**src/rtl/dncnn_host_ctrl.sv**
```systemverilog
// Host sequencer for the DnCNN core: loads the image into activation SRAM,
// starts the core, times the run and streams the Conv7 result back out.
module dncnn_host_ctrl #(
   parameter int IMG_WORDS   = 256,
   parameter int OUT_BASE    = 24832,
   parameter int OUT_WORDS   = 256,
   parameter int TIMEOUT_CYC = 2000000
) (
   input  logic        clk,
   input  logic        rst_n,
   input  logic        in_valid,
   output logic        in_ready,
   input  logic [31:0] in_data,
   output logic        out_valid,
   input  logic        out_ready,
   output logic [31:0] out_data,
   output logic        out_last,
   output logic        compute_start,
   input  logic        compute_finish,
   output logic        sram_sel,
   output logic [3:0]  sram_act_wea,
   output logic [15:0] sram_act_addr,
   output logic [31:0] sram_act_wdata,
   input  logic [31:0] sram_act_rdata,
   output logic [31:0] cycle_count,
   output logic        done,
   output logic        err
);

   localparam int LW = $clog2(IMG_WORDS);
   localparam int RW = $clog2(OUT_WORDS);
   localparam int TW = $clog2(TIMEOUT_CYC);

   typedef enum logic [2:0] {
      LOAD, START, WAIT, RD_REQ, RD_CAP, RD_OUT
   } state_t;

   state_t        state, state_nx;
   logic [LW-1:0] load_cnt;
   logic [RW-1:0] rd_cnt;
   logic [TW-1:0] tmo_cnt;
   logic [15:0]   addr_q;
   logic          fin_q;
   logic          in_hs, out_hs, fin_rise;
   logic          load_last, rd_last, tmo_hit;

   assign in_hs     = (state == LOAD) && in_valid;
   assign out_hs    = (state == RD_OUT) && out_ready;
   assign fin_rise  = compute_finish && !fin_q;
   assign load_last = (load_cnt == LW'(IMG_WORDS - 1));
   assign rd_last   = (rd_cnt == RW'(OUT_WORDS - 1));
   assign tmo_hit   = (tmo_cnt == TW'(TIMEOUT_CYC - 1));

   always_ff @(posedge clk or negedge rst_n) begin
      if (!rst_n) state <= LOAD;
      else        state <= state_nx;
   end

   always_comb begin
      state_nx = state;
      unique case (state)
         LOAD:    if (in_hs && load_last) state_nx = START;
         START:   state_nx = WAIT;
         WAIT: begin
            if (fin_rise)     state_nx = RD_REQ;
            else if (tmo_hit) state_nx = LOAD;
         end
         RD_REQ:  state_nx = RD_CAP;
         RD_CAP:  state_nx = RD_OUT;
         RD_OUT:  if (out_ready) state_nx = rd_last ? LOAD : RD_REQ;
         default: state_nx = LOAD;
      endcase
   end

   always_comb begin
      in_ready       = 1'b0;
      sram_sel       = 1'b1;
      compute_start  = 1'b0;
      out_valid      = 1'b0;
      out_last       = 1'b0;
      sram_act_wea   = 4'b0000;
      sram_act_addr  = addr_q;
      sram_act_wdata = 32'd0;
      unique case (state)
         LOAD: begin
            in_ready = 1'b1;
            if (in_hs) begin
               sram_act_wea   = 4'b1111;
               sram_act_addr  = 16'(load_cnt);
               sram_act_wdata = in_data;
            end
         end
         START: begin
            compute_start = 1'b1;
            sram_sel      = 1'b0;
         end
         WAIT:   sram_sel = 1'b0;
         RD_REQ: sram_act_addr = 16'(OUT_BASE) + 16'(rd_cnt);
         RD_CAP: sram_act_addr = 16'(OUT_BASE) + 16'(rd_cnt);
         RD_OUT: begin
            out_valid = 1'b1;
            out_last  = rd_last;
         end
         default: ;
      endcase
   end

   always_ff @(posedge clk or negedge rst_n) begin
      if (!rst_n) begin
         load_cnt    <= '0;
         rd_cnt      <= '0;
         tmo_cnt     <= '0;
         addr_q      <= '0;
         fin_q       <= 1'b0;
         out_data    <= '0;
         cycle_count <= '0;
         done        <= 1'b0;
         err         <= 1'b0;
      end else begin
         fin_q  <= compute_finish;
         addr_q <= sram_act_addr;
         done   <= out_hs && rd_last;
         if (in_hs) begin
            load_cnt <= load_last ? '0 : load_cnt + 1'b1;
            if (load_cnt == '0) err <= 1'b0;
         end
         if (state == START) begin
            cycle_count <= '0;
            tmo_cnt     <= '0;
         end
         if (state == WAIT) begin
            if (cycle_count != '1) cycle_count <= cycle_count + 32'd1;
            tmo_cnt <= tmo_cnt + 1'b1;
            if (fin_rise)     rd_cnt <= '0;
            else if (tmo_hit) err    <= 1'b1;
         end
         if (state == RD_CAP) out_data <= sram_act_rdata;
         if (out_hs && !rd_last) rd_cnt <= rd_cnt + 1'b1;
      end
   end

endmodule

```
**config.mk**
```make
export PLATFORM = sky130hd
export DESIGN_NAME = dncnn_host_ctrl
export DESIGN_NICKNAME = d
export VERILOG_FILES = /design/src/rtl/dncnn_host_ctrl.sv
export SDC_FILE = /design/constraint.sdc
export NUM_CORES = 1
export LEC_CHECK = 0
export ABC_CLOCK_PERIOD_IN_PS = 5900
export BUFFER_PORTS_ARGS = -buffer_cell sky130_fd_sc_hd__buf_2
export CORE_MARGIN = 5
export CORE_UTILIZATION = 50
export CTS_BUF_LIST = sky130_fd_sc_hd__clkbuf_4 sky130_fd_sc_hd__clkbuf_8
export CTS_CLUSTER_SIZE = 40
export DETAILED_ROUTE_END_ITERATION = 10
export PLACE_DENSITY = 0.89
export SLEW_MARGIN = 15
export SYNTH_ARGS = -nofsm -noshare
export SYNTH_HDL_FRONTEND = slang
export SYNTH_SLANG_ARGS = --single-unit
```
**constraint.sdc**
```tcl
create_clock -name clk -period 5.9 [get_ports clk]
set_input_delay 0.885 -clock clk [delete_from_list [all_inputs] [get_ports clk]]
set_output_delay 0.885 -clock clk [all_outputs]
set_load 0.005 [all_outputs]
```
# ---- Word-level counts from Yosys, hierarchy flattened
# Index checks and enable logic that the tools add are counted.
dict set report totals {
  reg_bits 123
  out_inout_bits 123
  elab_cells 75
}
dict set report classes {
  n_addsub 5
  eq_ne 12
  muxes 31
  reduce_logical 17
}
# cell count
set op_table {}
lappend op_table {{$mux W32} 5}
lappend op_table {{$mux W21} 2}
lappend op_table {{$add A32 B1 Y32 const B} 1}
lappend op_table {{$mux W8} 4}
lappend op_table {{$ne A32 B32 Y1 const B} 1}
lappend op_table {{$pmux W16 S2} 1}
lappend op_table {{$add A21 B1 Y21 const B} 1}
lappend op_table {{$eq A21 B21 Y1 const B} 1}
lappend op_table {{$pmux W3 S6} 1}
lappend op_table {{$add A15 B8 Y16 const A} 1}
lappend op_table {{$add A8 B1 Y8 const B} 2}
lappend op_table {{$eq A8 B8 Y1 const B} 2}
lappend op_table {{$mux W16} 1}
lappend op_table {{$mux W3} 4}
lappend op_table {{$mux W1} 10}
lappend op_table {{$logic_not A8 Y1} 1}
lappend op_table {{$mux W4} 2}
lappend op_table {{$eq A3 B2 Y1 const B} 2}
lappend op_table {{$eq A3 B3 Y1 const B} 2}
lappend op_table {{$logic_and A1 B1 Y1} 6}
lappend op_table {{$reduce_bool A2 Y1} 3}
lappend op_table {{$reduce_or A2 Y1} 2}
lappend op_table {{$eq A3 B1 Y1 const B} 1}
lappend op_table {{$logic_not A3 Y1} 1}
lappend op_table {{other kinds (7)} 8}

# ---- Depth between registers and ports, before layout
# Gate-level depths: netlist of run 1.
dict set report logic_depth {
  word_depth 6
  mapped_depth 9
}

# ---- Worst setup path before layout of run 1
# OpenSTA, ideal clock, no wires.
dict set report synth_path {
  path_type {input to output}
  start {in in_valid}
  end {out sram_act_addr[10]}
  arrival_ns 1.853
  required_time_ns 5.015
  path_slack_ns 3.162
  cell_stages 6
  n_path_buf 2
  cell_sequence {nand2_1 > inv_1 > clkbuf_1 > nor2_1 > clkbuf_1 > and2_1}
}
dict set report synth_between {
  elab_chain_cells 3
}
# element line_no
set synth_lines {}
lappend synth_lines {{from (decl)} 11} ;# input logic in_valid,
lappend synth_lines {{$logic_and A1 B1 Y1} 47} ;# assign in_hs = (state == LOAD) && in_valid;
lappend synth_lines {{$mux W16} 87} ;# if (in_hs) begin
lappend synth_lines {{$pmux W16 S2} 84} ;# unique case (state)
lappend synth_lines {{to (decl)} 22} ;# output logic [15:0] sram_act_addr,
# Every way passes these cells.

# ---- Worst setup path after layout of run 1
dict set report layout_path {
  start {reg state[0]}
  end {out sram_act_addr[2]}
}
dict set report layout_between {
  elab_chain_cells 4
}
# element line_no
set layout_lines {}
lappend layout_lines {{from (decl)} 38} ;# state_t state, state_nx;
lappend layout_lines {{from (signal assigned)} 56} ;# else state <= state_nx;
lappend layout_lines {{$logic_not A3 Y1} {47, 84}}
lappend layout_lines {{$logic_and A1 B1 Y1} 47}
lappend layout_lines {{$mux W16} 87}
lappend layout_lines {{$pmux W16 S2 (*)} 84}
# Every way passes the cells marked *; elsewhere a longest branch is shown, timed or not.

==> flow_metrics.tcl, run 1 <==
set metrics [dict create \
    outcome "finished, final reports clean" \
    p_int_uw 2050 \
    fin_nets 863 \
    track_usage_pct 22.0 \
    antenna_found_initial 0 \
    wire_per_inst_um 16.5 \
    synth_area_per_cell_um2 9.91 \
    syn_to_final_growth_pct 24.4 \
    synth_edf_count 0 \
    stdcell_count 949 \
    synth_top_area_share_pct 51.0 \
    min_path_type "reg -> reg" \
    drc 0 \
    die-area_mm2 0.0144 \
    setup_viol 0 \
    syn-num-nets 683 \
    power_uw 3140 \
    crit_arrival_ns 3.38 \
    synth_cells 609 \
    first_global_vias 5016 \
    grt_pass1_wl_um 25400 \
    syn_area_mm2 0.00604 \
    seq_area_frac_synth_pct 51.0 \
    period_share_pct 72.4 \
    fmax_mhz 234 \
    post_cts.repair.setup_buffers 0 \
    cts_buffer_depth 2 \
    synth_area_leaders "dfrtp_1, mux2_2, nand2_1" \
    skew_ns 0.00956 \
    coreArea_mm2 0.0119 \
    hold_buffers 0 \
    peakVddDrop_v 0.000269 \
    pwr-share-clk_pct 27.7 \
    leakagePower_uw 0.00367 \
    worstSetupPathType "reg -> out" \
    swShare_pct 34.6 \
    synthDistinctLibCells 62 \
    drive_gt1_share_pct 34.3 \
    cts_root_buf "clkbuf_8" \
    cp-end-kind "output pin" \
    dieHeight_um 120 \
    p_comb_share_pct 34.5 \
    via_per_inst 5.62 \
    pin_count 192 \
    cts_resized 0 \
    pwr-share-seq_pct 37.8 \
    portBuffers 191 \
    p_sw_uw 1090 \
    start_kind "flip-flop" \
    grt_max_degree 75 \
    ant_nets 0 \
    std_cell_rows 40 \
    tns_ns 0 \
    cap_violations 0 \
    synth-seq-cells 123 \
    fin_crit_ns 4.27 \
    cts_buffers 17 \
    required_ns 5.02 \
    synth_ff_type "dfrtp_1" \
    r2r_cells 8 \
    mostFrequentLayoutCell "buf_2" \
    dpl.hpwl_um 11200 \
    cts_tree "built" \
    worst_slew_pin_slew_ns 1.07 \
    final_cell_mix "buf_2, dfrtp_1, nand2_1" \
    synthArstFlopShare_pct 100 \
    clk_pin_slew_ns 0.07 \
    grt_overflow 0 \
    post-place-cells 917 \
    ys_warn_count 0 \
    relSlewSlack_pct 28.6 \
    clk_latency_ns 0.46 \
    h-tree-depth 4 \
    worstPathMaxFanout 51 \
    hold_violations 0 \
    routed_wl_um 15600 \
    drt-initial-drc-count 361 \
    num_vias 5332 \
    rsz0062_at_grt "no" \
    antennaDiodeCount 0 \
    worstHoldPathCells 1 \
    clock_sinks 123 \
    die_x_um 120 \
    initial_utilization_pct 50.7 \
    globalplace.congestion 0.838 \
    slew_viol_final 0 \
    drtPass1Iterations 6 \
    pwr_density_cell_mw_per_mm2 418 \
    yosys.area.top_type "dfrtp_1" \
]
==> worst paths after layout <==
kind	startpoint	end	slack (ns)
min in group asynchronous	rst_n	load_cnt[2]	0.55
worst min register to register	addr_q[14]	addr_q[14]	0.47
worst max-delay path	state[0]	sram_act_addr[2]	1.63
max in group asynchronous	rst_n	out_data[18]	4.19
worst max register to register	state[0]	state[0]	2.90
worst min-delay path	addr_q[14]	addr_q[14]	0.47
==> cells in the mapped netlist (4+ instances only) <==
library cell / instances
xnor2_1: 11
nand3_1: 32
dfrtp_1: 123
mux2_2: 32
ha_1: 5
nor2_1: 26
inv_1: 15
a21o_1: 6
nor3_1: 19
or3_1: 4
mux2i_1: 5
and3_1: 11
o31ai_1: 9
o21ai_1: 12
buf_4: 5
nand4_1: 16
and2_1: 40
nand2_1: 75
o21ai_0: 44
a22oi_1: 7
a31oi_1: 12
a21oi_1: 13
buf_2: 10
clkbuf_1: 16
nor4_1: 4
and4_1: 4
==> per-stage QoR <==
step,utilization (%),hold slack (ns),cell area (um2),setup WS (ns)
2_1_floorplan,-,0.446,6040,3.16
3_3_place_gp,59.1,0.454,7040,2.23
3_5_place_dp,59.1,0.456,7040,2.13
4_1_cts,63.0,0.474,7510,1.79
5_1_grt,63.0,0.502,7510,1.26
6_report,63.0,0.472,7510,1.63
==> critical path, stage by stage, from the launching register on <==
cell and delay [ns]:
dfrtp_1 0.48, nor3_1 0.11, nand2_1 0.14, clkinv_1 0.82
nor2_1 0.97, a221o_1 0.28, buf_2 0.13
==> routing by layer <==
layer / up-vias / share of wire (%) / global-route usage (%)
li1: 2530 / - / -
met1: 2548 / 42 / 29.5
met2: 233 / 48 / 34.8
met3: 21 / 7.7 / 5.66
met4: 0 / 1.4 / 7.80
met5: - / 0 / 0
==> power by group through the flow <==
| stage | logic, uW | clock network (uW) | registers (uW) |
|---|---|---|---|
| after detailed placement | 1090 | 0 | 1200 |
| after CTS | 1090 | 880 | 1180 |
| after global routing | 1190 | 925 | 1210 |
| after floorplan | 703 | 0 | 1170 |
| after global placement | 1050 | 0 | 1190 |
| final | 1080 | 869 | 1190 |
==> cell families (layout without fill, tap and decap cells) <==
kind of cell	after synthesis	in the layout	share of synthesized area, %
AOI/OAI and AO/OA	125	125	12.8
xor gates and xnor gates	13	13	1.89
adders and majority gates	5	5	1.04
buffers and inverters	49	242	3.81
DFF	123	123	51.0
muxes	37	37	6.80
and+or+nand+nor	257	257	22.6
==> sequential cells by signal, summed over array words and instances, names as in the netlist <==
| name | flops |
|---|---|
| tmo_cnt | 21 |
| out_data | 32 |
| rd_cnt | 8 |
| err | 1 |
| addr_q | 16 |
| cycle_count | 32 |
| state | 3 |
| fin_q | 1 |
| done | 1 |
| load_cnt | 8 |
==> area by class of cell <==
class                      count  area [um2]
clock buffer                  21         277
clock inverter                11         191
fill                         971        4400
inverter                      15        56.3
multi-input combinational    437        2730
sequential                   123        3080
tap                          147         184
timing repair buffer         195         988
Note: power is estimated with default switching activity, not from simulation.
==> inputs of run 2 (changes only) <==
--- a/config.mk
+++ b/config.mk
@@ -5,10 +5,11 @@
 export SDC_FILE = /design/constraint.sdc
 export NUM_CORES = 1
 export LEC_CHECK = 0
-export ABC_CLOCK_PERIOD_IN_PS = 5900
+export ABC_AREA = 1
+export ABC_CLOCK_PERIOD_IN_PS = 3600
 export BUFFER_PORTS_ARGS = -buffer_cell sky130_fd_sc_hd__buf_2
 export CORE_MARGIN = 5
-export CORE_UTILIZATION = 50
+export CORE_UTILIZATION = 49
 export CTS_BUF_LIST = sky130_fd_sc_hd__clkbuf_4 sky130_fd_sc_hd__clkbuf_8
 export CTS_CLUSTER_SIZE = 40
 export DETAILED_ROUTE_END_ITERATION = 10
==> constraint.sdc (replaced) <==
create_clock -name clk -period 3.6 [get_ports clk]
set_input_delay 0.54 -clock clk [delete_from_list [all_inputs] [get_ports clk]]
set_output_delay 0.54 -clock clk [all_outputs]
set_load 0.005 [all_outputs]
==> run 2 against run 1 <==
Effect of this change:
- clock skew about the same
- cell count increased by 33%
- sequential cell count unchanged
- critical path type unchanged
- critical endpoint is now sram_act_addr[10]
==> flow_metrics.tcl, run 2 <==
set metrics [dict create \
    cp.buffers_inverters 3 \
    synth_area_per_cell_um2 7.49 \
    ys_warn_count 0 \
    critPathSlowestCell "inv_2" \
    first_global_vias 6373 \
    die-area_mm2 0.0160 \
    grt_overflow 0 \
    h-tree-depth 4 \
    synth.most_common_cell "nand2_1" \
    clk_latency_ns 0.44 \
    track_usage_pct 22.1 \
    final_cell_mix "nand2_1, buf_2, dfrtp_1" \
    cts_buffer_depth 2 \
    timing.final.ws_setup_ns 0.515 \
    clock_sinks 123 \
    ant_nets 0 \
    worstPathMaxFanout 53 \
    cts_resized 0 \
    min_path_type "in -> async" \
    worstSetupPathType "reg -> out" \
    required_ns 3.06 \
    hold_buffers 0 \
    globalplace.congestion 0.884 \
    drive_gt1_share_pct 24.2 \
    slew_viol_final 0 \
    post_cts.repair.setup_buffers 0 \
    pin_count 192 \
    hold_violations 0 \
    synthArstFlopShare_pct 100 \
    start_kind "flip-flop" \
    slowest_delay_ns 0.57 \
    fmax_mhz 324 \
    stdcell_count 1265 \
    drc 0 \
    synth_top_area_share_pct 46.2 \
    yosys.area.top_type "dfrtp_1" \
    fin_nets 1152 \
    relSlewSlack_pct 38.9 \
    cts_root_buf "clkbuf_8" \
    fin_crit_ns 3.08 \
    rsz0062_at_grt "no" \
    leakagePower_uw 0.00430 \
    num_vias 6453 \
    via_per_inst 5.10 \
    crit_arrival_ns 2.54 \
    std_cell_rows 42 \
    crit_chain "nor2_1, nand2_1, nor2_2, buf_4, inv_2, nand2_1, nor2_1, buf_2" \
    antenna_found_initial 0 \
    syn_to_final_growth_pct 21.9 \
    routed_wl_um 17200 \
    coreArea_mm2 0.0133 \
    mostFrequentLayoutCell "nand2_1" \
    period_share_pct 85.7 \
    path_delay_family "buffers and inverters" \
    synth_edf_count 0 \
    setup_viol 0 \
    synth_area_leaders "dfrtp_1, nand2_1, inv_1" \
    seq_area_frac_synth_pct 46.2 \
    syn-num-nets 963 \
    syn_area_mm2 0.00666 \
    wire_per_inst_um 13.6 \
    outcome "finished, final reports clean" \
    synthDistinctLibCells 40 \
    place_ws_ns 0.842 \
    post-place-cells 1235 \
    grt_pass1_wl_um 29300 \
    worst_slew_pin_slew_ns 0.916 \
    cts_tree "built" \
    peakVddDrop_v 0.000409 \
    clk_pin_slew_ns 0.07 \
    synth_ff_type "dfrtp_1" \
    initial_utilization_pct 50.1 \
    skew_ns 0.00927 \
    yosys-top-cells-count "nand2_1, dfrtp_1, inv_1, nor2_1, nand3_1" \
    antennaDiodeCount 0 \
    cp-end-kind "output pin" \
    drt-initial-drc-count 564 \
    cts_buffers 17 \
    dieHeight_um 127 \
    drtPass1Iterations 5 \
    dpl.hpwl_um 12900 \
    grt_max_degree 55 \
    tns_ns 0 \
    cap_violations 0 \
    pwr_density_cell_mw_per_mm2 609 \
    synth_cells 889 \
    die_x_um 127 \
    portBuffers 191 \
    synth-seq-cells 123 \
    top_regs "cycle_count x32, out_data x32, tmo_cnt x21" \
]
==> run 2: changes by cell type in the layout (fill, tap and decap cells not counted), moves of 15 or more <==
cell and change:
nand3_1 +33, and2_1 -40, nor2_1 +75, inv_1 +99
nand2_1 +205, xor2_1 +17, o21ai_0 -15, mux2_2 -32
==> run 2: cell type report <==
class	instances	area (um2)
multi-input cells	619	2970
fillers	1134	5180
clock inverters	9	97.6
repair buffers	198	1020
clock buffers	21	277
inverters	119	447
well taps	176	220
flip-flops and latches	123	3080
==> run 2: final timing paths <==
kind / slack (ns) / startpoint / cells after the start / endpoint
max: 0.52 / state[0] / 8 / sram_act_addr[10]
min: 0.04 / rst_n / 1 / cycle_count[10]
max reg2reg: 1.50 / cycle_count[1] / 10 / cycle_count[7]
min reg2reg: 0.47 / out_data[21] / 2 / out_data[21]
max in group asynchronous: 2.72 / rst_n / 2 / load_cnt[2]
min in group clk: 0.23 / compute_finish / 1 / fin_q
==> run 2: through the flow <==
stage / cell area (um2) / utilization [%] / total power, uW / hold WS, ns
floorplan: 6660 / - / 3080 / 0.244
global placement: 7740 / 58.2 / 3730 / 0.449
detailed placement: 7740 / 58.2 / 3800 / 0.454
CTS: 8110 / 61.0 / 4990 / 0.0328
global route: 8110 / 61.0 / 5330 / 0.0469
finish: 8110 / 61.0 / 4940 / 0.0376
==> run 2: per-layer routing <==
| metal | vias to the layer above | wire length (um) | global-route usage [%] |
|---|---|---|---|
| met5 | - | 0 | 0 |
| met4 | 0 | 471 | 9.21 |
| met3 | 34 | 1110 | 5.17 |
| met2 | 230 | 8660 | 37.8 |
| met1 | 2997 | 6970 | 26.9 |
| li1 | 3192 | - | - |
==> run 2: logic make-up after synthesis <==
logic type	after synthesis	share of synthesized area (%)
AND/OR/NAND/NOR	515	33.2
buffers and inverters	147	9.16
flip-flops	123	46.2
AO/OA/AOI/OAI	77	7.60
XOR/XNOR	22	2.90
adder cells (fa/ha/maj)	5	0.940
==> run 2: where the power goes <==
| part | switching, uW | leakage (uW) | internal (uW) |
|---|---|---|---|
| registers | 212 | 0.00156 | 1750 |
| logic | 1140 | 0.00254 | 662 |
| clock network | 529 | 0.000198 | 651 |
| total | 1880 | 0.00430 | 3060 |
